File: src/rtl/cpu_pkg.sv
// cpu_pkg: shared RV32 core constants, fetch FSM encoding and instruction type codes
package cpu_pkg;
  localparam logic [31:0] RESET_PC_DEFAULT = 32'h0000_0000;
  localparam logic [31:0] NOP_INSTR = 32'h0000_0013;
  typedef enum logic [1:0] {S_REQ, S_WAIT, S_DROP} fetch_state_t;
  typedef enum logic [2:0] {IT_R, IT_I, IT_S, IT_B, IT_U, IT_J} instr_type_t;
endpackage

File: src/rtl/ifetch_stage_32bit.sv
// ifetch_stage_32bit: RV32 fetch stage with one outstanding request, one-entry output register and redirect flush
module ifetch_stage_32bit
  import cpu_pkg::*;
#(
  parameter logic [31:0] RESET_PC = RESET_PC_DEFAULT
) (
  input  logic        clk,
  input  logic        rst_n,
  output logic        imem_req_valid,
  input  logic        imem_req_ready,
  output logic [31:0] imem_req_addr,
  input  logic        imem_rsp_valid,
  input  logic [31:0] imem_rsp_data,
  input  logic        redirect_valid,
  input  logic [31:0] redirect_pc,
  output logic        id_valid,
  input  logic        id_ready,
  output logic [31:0] id_instr,
  output logic [31:0] id_pc,
  output logic [31:0] id_pc_plus4
);
  fetch_state_t state, state_nx;
  logic [31:0] pc;
  logic req_hs, load;
  assign imem_req_valid = rst_n & (state == S_REQ) & (!id_valid | id_ready) & !redirect_valid;
  assign imem_req_addr = pc;
  assign req_hs = imem_req_valid & imem_req_ready;
  assign load = (state == S_WAIT) & imem_rsp_valid & !redirect_valid;
  assign id_pc_plus4 = id_pc + 32'd4;
  // a response always closes the outstanding fetch, whether kept or dropped
  always_comb begin
    state_nx = state;
    state_nx = state == S_REQ ? (req_hs ? S_WAIT : S_REQ) :
               imem_rsp_valid ? S_REQ :
               redirect_valid ? S_DROP : state;
  end
  always_ff @(posedge clk or negedge rst_n)
    if (!rst_n) begin
      state <= S_REQ;
      pc <= RESET_PC;
      id_valid <= 1'b0;
      id_instr <= NOP_INSTR;
      id_pc <= 32'd0;
    end else begin
      state <= state_nx;
      pc <= redirect_valid ? (redirect_pc & 32'hFFFF_FFFC) : req_hs ? pc + 32'd4 : pc;
      id_valid <= !redirect_valid & (load | (id_valid & !id_ready));
      if (load) begin
        id_instr <= imem_rsp_data;
        id_pc <= pc - 32'd4;
      end
    end
endmodule

File: config.mk
export PLATFORM = sky130hd
export DESIGN_NAME = ifetch_stage_32bit
export DESIGN_NICKNAME = d
export VERILOG_FILES = /design/src/rtl/cpu_pkg.sv /design/src/rtl/ifetch_stage_32bit.sv
export SDC_FILE = /design/constraint.sdc
export NUM_CORES = 1
export LEC_CHECK = 0
export BUFFER_PORTS_ARGS = -buffer_cell sky130_fd_sc_hd__buf_2
export CORE_UTILIZATION = 25
export DETAILED_ROUTE_END_ITERATION = 10
export PLACE_DENSITY = 0.46
export SYNTH_ARGS = -nofsm -noshare
export SYNTH_HDL_FRONTEND = slang
export SYNTH_SLANG_ARGS = --single-unit
File: constraint.sdc
create_clock -name clk -period 5.3 [get_ports clk]
set_input_delay 1.06 -clock clk [delete_from_list [all_inputs] [get_ports clk]]
set_output_delay 1.06 -clock clk [all_outputs]
set_load 0.03 [all_outputs]
# Word level (Yosys, flattened, before mapping)
# Cells that the tools add are included.
[word_totals]
register_bits = 99
input_bits = 70
output_inout_bits = 130
wordCells = 31
[op_classes]
add_sub_neg = 3
n_eq_ne = 1
mux = 6
bitwise = 10
n_reduce_logical = 6
[ops]
columns = ["cell", "n"]
rows = [
  ["32-bit by 3-bit adder with 32-bit output, second input constant", 2],
  ["32-bit two-way mux", 2],
  ["32-bit by 3-bit subtractor with 32-bit output, second input constant", 1],
  ["1-bit bitwise AND", 8],
  ["2-bit two-way mux", 3],
  ["1-bit logical NOT", 3],
  ["3-bit nonzero test", 1],
  ["2-bit by 1-bit equality test with 1-bit output, second input constant", 1],
  ["2-bit logical NOT", 1],
  ["1-bit bitwise OR", 2],
  ["2-bit nonzero test", 1],
  ["1-bit two-way mux", 1],
]

# Depth between registers and ports, before layout
# Gate-level depths: netlist of run 1.
[depth]
ltp_word = 7
ltp_mapped = 8
mapped_depth_nobuf = 7

# Least setup slack after synthesis of run 1
# Ideal clock, no wire load.
[synth_timing]
path_type = "register to output"
start = "reg id_pc[3]"
end = "out id_pc_plus4[26]"
arrival_time_ns = 2.442
required_ns = 4.240
path_slack_ns = 1.798
path_stages_with_launch = 7
n_path_buf = 0
cell_sequence = "dfrtp_1 > ha_1 > and4_1 > and3_1 > nor4b_1 > nand3_1 > xnor2_1"
[synth_via]
elab_chain_cells = 1
[synth_lines]
columns = ["item", "line", "source"]
rows = [
  ["start, declared", "ifetch_stage_32bit.sv:19", "output logic [31:0] id_pc,"],
  ["start signal, assigned", "ifetch_stage_32bit.sv:50", "id_pc <= pc - 32'd4;"],
  ["32-bit by 3-bit adder with 32-bit output", "ifetch_stage_32bit.sv:29", "assign id_pc_plus4 = id_pc + 32'd4;"],
  ["end, declared", "ifetch_stage_32bit.sv:20", "output logic [31:0] id_pc_plus4"],
]
# No other way between the ends.

# Worst setup path in the final report of run 1
[layout_timing]
start = "reg id_pc[2]"
end = "out id_pc_plus4[30]"
# Same word-level chain as after synthesis.

==> run summary, run 1 <==
R2R depth - 5
Std-Cell Rows - 53
Synth Register Bits - 95
Metal-1 WL - 8070 um
Vias/cell - 4.61
Highest routed layer - met4
Fin. max-slew vios - 0
Final cell count without fillers - 1075
CTS tree - built
Worst slew margin - 32.6%
Tmin final - 3.84 ns
Worst Path Max Fanout - 4
Fin area - 0.00683 mm2
Post-synth EDFFs - 0
Area after DPL - 0.00651 mm2
Synth cell types - 53
Crit path kind - flip-flop to primary output
Die W - 148 um
CP endpoint - id_pc_plus4[30]
Critical path capture point type - primary output
Static Leak - 0.00325 uW
Pin slew with the least headroom to its limit - 1.01 ns
Buf/Inv on CP - 1
Syn_area_per_cell - 8.51 um2
Area grow syn2layout - 27.3%
Setup TNS Final - 0 ns
Post-CTS Hold Buffers - 0
Core Area - 0.0210 mm2
Post-Syn Area - 0.00536 mm2
Net Sw Frac - 43.6%
WL per Instance - 15.3 um
Main synth FF type - dfrtp_1
Final period util - 72.4%
IO Pins - 200
Placed Cells - 1059
Switch Pwr - 1260 uW
Final ANT Viol Nets - 0
Max Root-Sink Buffers - 2
Clock power share - 24.5%
CP startpoint - id_pc[2]
Die ar. - 0.0220 mm2
Synth Area in Simple Gates - 30.0%
Die height - 148 um
Worst EP arrival - 2.78 ns
RePlAce Congestion - 0.751
Largest delay contributor family on the critical path - simple AND/OR/NAND/NOR gates
Status - finished clean
Worst R2R End - imem_req_addr[29]
Port Buffers - 191
Synth Area in XOR/XNOR - 8.82%
Initial DRC count - 351
CP required - 4.24 ns
Final Hold Viols - 0
First-pass GRT wire length - 25800 um
Worst reg2reg setup slack - 2.71 ns
Setup Skew - 0.00913 ns
Worst vdd ir - 0.000147 V
Vias in the first global route - 4522
Dpl hpwl - 12300 um
Slowest cell on the critical path - nor4b_1
Total Nets Final - 868
Hold path cells - 2
CTS buffer count - 9
R2R Path Start - imem_req_addr[9]
Worst path cell trace - ha_1, and4_1, and3_1, nor4b_1, nand3_1, xnor2_1, buf_2
Drt drc - 0
Adder-Cell Fraction of Synth Area - 0.700%
WL met2 - 7690 um
Startpoint types - flip-flop
Largest net degree at the start of global routing - 68
H-Tree Depth - 3
Mux share of post-synthesis cell area - 0%
Filler instances - 2260
Reg clk slew, reported paths - 0.06 ns
Overall routing resource usage - 15.0%
Clk Latency, worst-skew pair - 0.35 ns
CTS Sinks - 95
DR pass1 iterations - 4
Int Pwr - 1630 uW
Post_cts resized - 0
Comb pwr share - 37.4%
RSZ-0062 raised after global routing - false
Post-layout util - 32.5%
Via count - 4954
Starting Density - 25.5%
Max-cap violations - 0
Compound-Gate Fraction of Synth Area - 11.2%
Main combinational cell family by area after synthesis - simple AND/OR/NAND/NOR gates
WP depth - 7
Grt ovf - 0
PwrDens - 422 mW/mm2
Initial antenna violation count - 0
Sequential cell area fraction in the yosys report - 44.4%
Sequential power share - 38.1%
Synth Instances - 630
Fraction of layout cells with a size suffix above 1 - 28.9%
Worst hold path class - flip-flop to flip-flop
WHS - 0.459 ns
Postcts setup bufs - 0
Final setup fails - 0
Routed length on met3 - 528 um
Antenna fix cells - 0
Max incr delay on CP - 0.70 ns
Syn. warnings - 0
Max Fclk - 260 MHz
Ys async rst share - 100%
Total Wirelength - 16500 um
Clk Tree Root Cell - clkbuf_16
flip-flops by register name, summed over array words and instances, names as in the netlist:
register / flops
id_instr: 32
id_valid: 1
id_pc: 30
state: 2
imem_req_addr: 30
power by group through the flow:
stage	Clock (uW)	Combinational, uW	Sequential, uW
after floorplan	0	467	1360
after global placement	0	1090	1110
after detailed placement	0	1090	1120
after CTS	730	1090	1100
after global routing	759	1160	1130
final	708	1080	1100
kinds of logic (layout without fill, tap and decap cells):
family | Yosys count | after routing
other | 1 | 6
and+or+nand+nor | 324 | 324
buffers and inverters | 56 | 221
AOI/OAI and AO/OA | 97 | 97
adders and majority gates | 3 | 3
DFF | 95 | 95
xor gates and xnor gates | 54 | 54
cell usage after synthesis, drive strengths merged, types with 4 or more instances:
cell    number  share of area, %
o311ai       9               1.5
nand2b       6              0.70
o211ai       8               1.1
nor2        34               2.4
nor4        15               2.8
dfrtp       92                43
nand3       20               1.9
nor2b        4              0.47
xor2        12               2.0
nor3        15               1.5
a221o        4              0.75
nand4       17               2.4
clkbuf      25               1.7
inv          9              0.63
and2         4              0.47
buf         22               2.4
o21ai       54               5.1
or3          5              0.61
xnor2       42               6.9
or4          4              0.70
a32oi        4              0.65
a31oi        4              0.47
and3         9               1.0
a21oi        8              0.75
nand2      176                12
nand3b       6               1.1
metrics by stage:
stage / worst slack (ns) / power [uW]
floorplan: 1.80 / 1830
global placement: 1.67 / 2200
detailed placement: 1.67 / 2210
CTS: 1.46 / 2930
global route: 1.09 / 3050
finish: 1.46 / 2880
layout make-up:
class / instances / area (um2) / share of cell area, %
clock buffers: 10 / 229 / 3.35
flip-flops and latches: 95 / 2380 / 34.9
inverters: 9 / 33.8 / 0.495
multi-input cells: 484 / 2750 / 40.3
well taps: 275 / 344 / 5.04
repair buffers: 196 / 996 / 14.6
clock inverters: 6 / 92.6 / 1.36
worst min-delay path by stage:
stage / startpoint / end / slack (ns)
after global placement: id_instr[1] / id_instr[1] / 0.45
after global routing: id_instr[1] / id_instr[1] / 0.48
final: id_instr[0] / id_instr[0] / 0.46
after CTS: id_instr[4] / id_instr[4] / 0.46
after detailed placement: id_instr[4] / id_instr[4] / 0.45
after floorplan: id_instr[0] / id_instr[0] / 0.52
layout by cell type (no fill, tap or decap), types with 4 or more instances in the layout:
| master | instances |
|---|---|
| buf_2 | 190 |
| nand2_1 | 176 |
| dfrtp_1 | 92 |
| o21ai_0 | 43 |
| xnor2_1 | 42 |
| nor2_1 | 34 |
| nand3_1 | 20 |
| nand4_1 | 15 |
| nor3_1 | 14 |
| xor2_1 | 12 |
| nor4_1 | 10 |
| o21ai_1 | 10 |
| inv_1 | 9 |
| and3_1 | 9 |
| clkbuf_16 | 9 |
| o311ai_0 | 8 |
| a21oi_1 | 8 |
| o211ai_1 | 8 |
| nand2b_1 | 6 |
| conb_1 | 6 |
| buf_4 | 6 |
| nand3b_1 | 5 |
| and2_1 | 4 |
| a31oi_1 | 4 |
| nor2b_1 | 4 |
| a32oi_1 | 4 |
| or3_1 | 4 |
| a221o_1 | 4 |
layer usage:
layer  track usage, %  vias to the layer above
met5                0                        -
met4             4.07                        0
met3             2.24                       14
met2             23.8                      114
met1             21.0                     2334
li1                 -                     2492
worst register-to-register path, stage by stage (launching register included):
cell      delay, ns
dfrtp_1        0.67
nand4_1        0.39
nor4_1         0.67
nand2_1        0.34
o21ai_0        0.25
o311ai_0       0.15
(Power assumes the default switching activity.)
==> inputs of run 2 (changes only) <==
Settings changed: PLACE_DENSITY 0.46 to 0.48.
Clock period 5.3 ns to 3.3 ns, I/O delays scaled along.
==> run summary, run 2 (same netlist as run 1, synthesis figures left out) <==
Final setup fails - 0 (unchanged)
Final ANT Viol Nets - 0 (unchanged)
Vias in the first global route - 4463 (was 4522)
RSZ-0062 raised after global routing - false (unchanged)
Largest delay contributor family on the critical path - simple AND/OR/NAND/NOR gates (unchanged)
Die W - 148 um (unchanged)
Tmin final - 3.04 ns
Initial antenna violation count - 0 (unchanged)
Final Hold Viols - 0 (unchanged)
Setup TNS Final - 0 ns (unchanged)
Port Buffers - 191 (unchanged)
Total Nets Final - 876 (was 868)
Post-route setup slack - 0.260 ns (was 1.46 ns)
CTS Sinks - 95 (unchanged)
Reg area - 0.00238 mm2 (unchanged)
Worst path cell trace - ha_1, and4_1, and3_2, nor4b_1, buf_4, nand3_1, xnor2_1, buf_2 (was ha_1, and4_1, and3_1, nor4b_1, nand3_1, xnor2_1, buf_2)
Startpoint types - flip-flop (unchanged)
Vias/cell - 4.55 (was 4.61)
Clk Latency, worst-skew pair - 0.35 ns (about the same)
Via count - 4924 (was 4954)
Core Area - 0.0210 mm2 (unchanged)
Worst EP arrival - 2.38 ns (was 2.78 ns)
CTS buffer count - 9 (unchanged)
Drt drc - 0 (unchanged)
Die height - 148 um (unchanged)
Placed Cells - 1067 (was 1059)
Clk Tree Root Cell - clkbuf_16 (unchanged)
CP required - 2.64 ns (was 4.24 ns)
H-Tree Depth - 3 (unchanged)
Max-cap violations - 0 (unchanged)
Total Wirelength - 16500 um (about the same)
Status - finished clean (unchanged)
Largest reg by FF count - id_instr (unchanged)
Starting Density - 25.5% (unchanged)
Reg clk slew, reported paths - 0.07 ns (was 0.06 ns)
Worst Path Max Fanout - 4 (unchanged)
Worst hold path class - primary input to asynchronous set/reset pin (was flip-flop to flip-flop)
PwrDens - 662 mW/mm2 (was 422 mW/mm2)
Slowest cell on the critical path - dfrtp_1 (was nor4b_1)
RePlAce Congestion - 0.753 (was 0.751)
Final cell count without fillers - 1083 (was 1075)
Fraction of layout cells with a size suffix above 1 - 29.8% (was 28.9%)
Initial DRC count - 358 (was 351)
Largest net degree at the start of global routing - 63 (was 68)
Antenna fix cells - 0 (unchanged)
Filler instances - 2259 (was 2260)
DR pass1 iterations - 4 (unchanged)
Final period util - 92.1%
Die ar. - 0.0220 mm2 (unchanged)
Most common cell after layout, fill and taps aside - buf_2 (unchanged)
Area of the multi-input gates - 0.00276 mm2 (was 0.00275 mm2)
Area grow syn2layout - 28.3% (was 27.3%)
Static Leak - 0.00328 uW (was 0.00325 uW)
Buf/Inv on CP - 2 (was 1)
Pin slew with the least headroom to its limit - 0.823 ns (was 1.01 ns)
Fin. max-slew vios - 0 (unchanged)
IO Pins - 200 (unchanged)
Worst vdd ir - 0.000249 V (was 0.000147 V)
Post-CTS Hold Buffers - 0 (unchanged)
Max incr delay on CP - 0.40 ns (was 0.70 ns)
Post-layout util - 32.7% (was 32.5%)
Pre-CTS WS - 0.485 ns (was 1.67 ns)
Dpl hpwl - 12400 um (was 12300 um)
Critical path capture point type - primary output (unchanged)
CTS tree - built (unchanged)
Setup Skew - 0.00739 ns (was 0.00913 ns)
WL per Instance - 15.3 um (about the same)
Max Root-Sink Buffers - 2 (unchanged)
Worst slew margin - 45.2% (was 32.6%)
Std-Cell Rows - 53 (unchanged)
Number of flip-flops in the largest register - 32 (unchanged)
Most frequent cells in the layout - 190 x buf_2, 176 x nand2_1, 92 x dfrtp_1 (unchanged)
Power consumption - 4560 uW (was 2880 uW)
Overall routing resource usage - 15.2% (was 15.0%)
Grt ovf - 0 (unchanged)
First-pass GRT wire length - 25900 um (was 25800 um)
Crit path kind - flip-flop to primary output (unchanged)
Max Fclk - 329 MHz
-- run 2: path summary, 6_finish.rpt --
path                       slack (ns)        startpoint  cells after the start                 to
setup / recovery                 0.26          id_pc[2]                      8    id_pc_plus4[30]
hold / removal                   0.35             rst_n                      2        id_instr[5]
setup reg to reg                 0.89  imem_req_addr[3]                      6  imem_req_addr[30]
hold reg to reg                  0.45       id_instr[4]                      2        id_instr[4]
max in group asynchronous        1.75             rst_n                      3  imem_req_addr[20]
min in group clk                 0.45       id_instr[4]                      2        id_instr[4]
-- run 2: area by class of cell --
type	instances	area share [%]
clock buffer	10	3.33
clock inverter	6	0.910
inverter	9	0.491
multi-input combinational	484	40.1
sequential	95	34.6
tap	275	5.00
timing repair buffer	204	15.5
-- run 2: stage by stage --
step                area, um2  hold WS (ns)
finish                   6880         0.354
global route             6880         0.397
CTS                      6870         0.365
global placement         6580         0.446
detailed placement       6580         0.447
floorplan                5380         0.364
-- run 2: repair_timing --
item | 4_1_cts | 5_1_grt
setup buffers | 0 | 0
endpoints found under the hold margin | 0 | 0
setup endpoints to repair | 0 | 6
gates resized for setup | 0 | 2
-- run 2: layer usage --
metal  vias to the layer above  GRT usage (%)  wire [um]
met5                         -              0          0
met4                         0           6.03        274
met3                        14           1.47        499
met2                       116           23.2       7590
met1                      2293           22.0       8170
li1                       2501              -          -
-- run 2: power by group --
| group | internal, uW | switching [uW] |
|---|---|---|
| clock network | 585 | 469 |
| logic | 524 | 1230 |
| registers | 1430 | 317 |
| total | 2540 | 2020 |
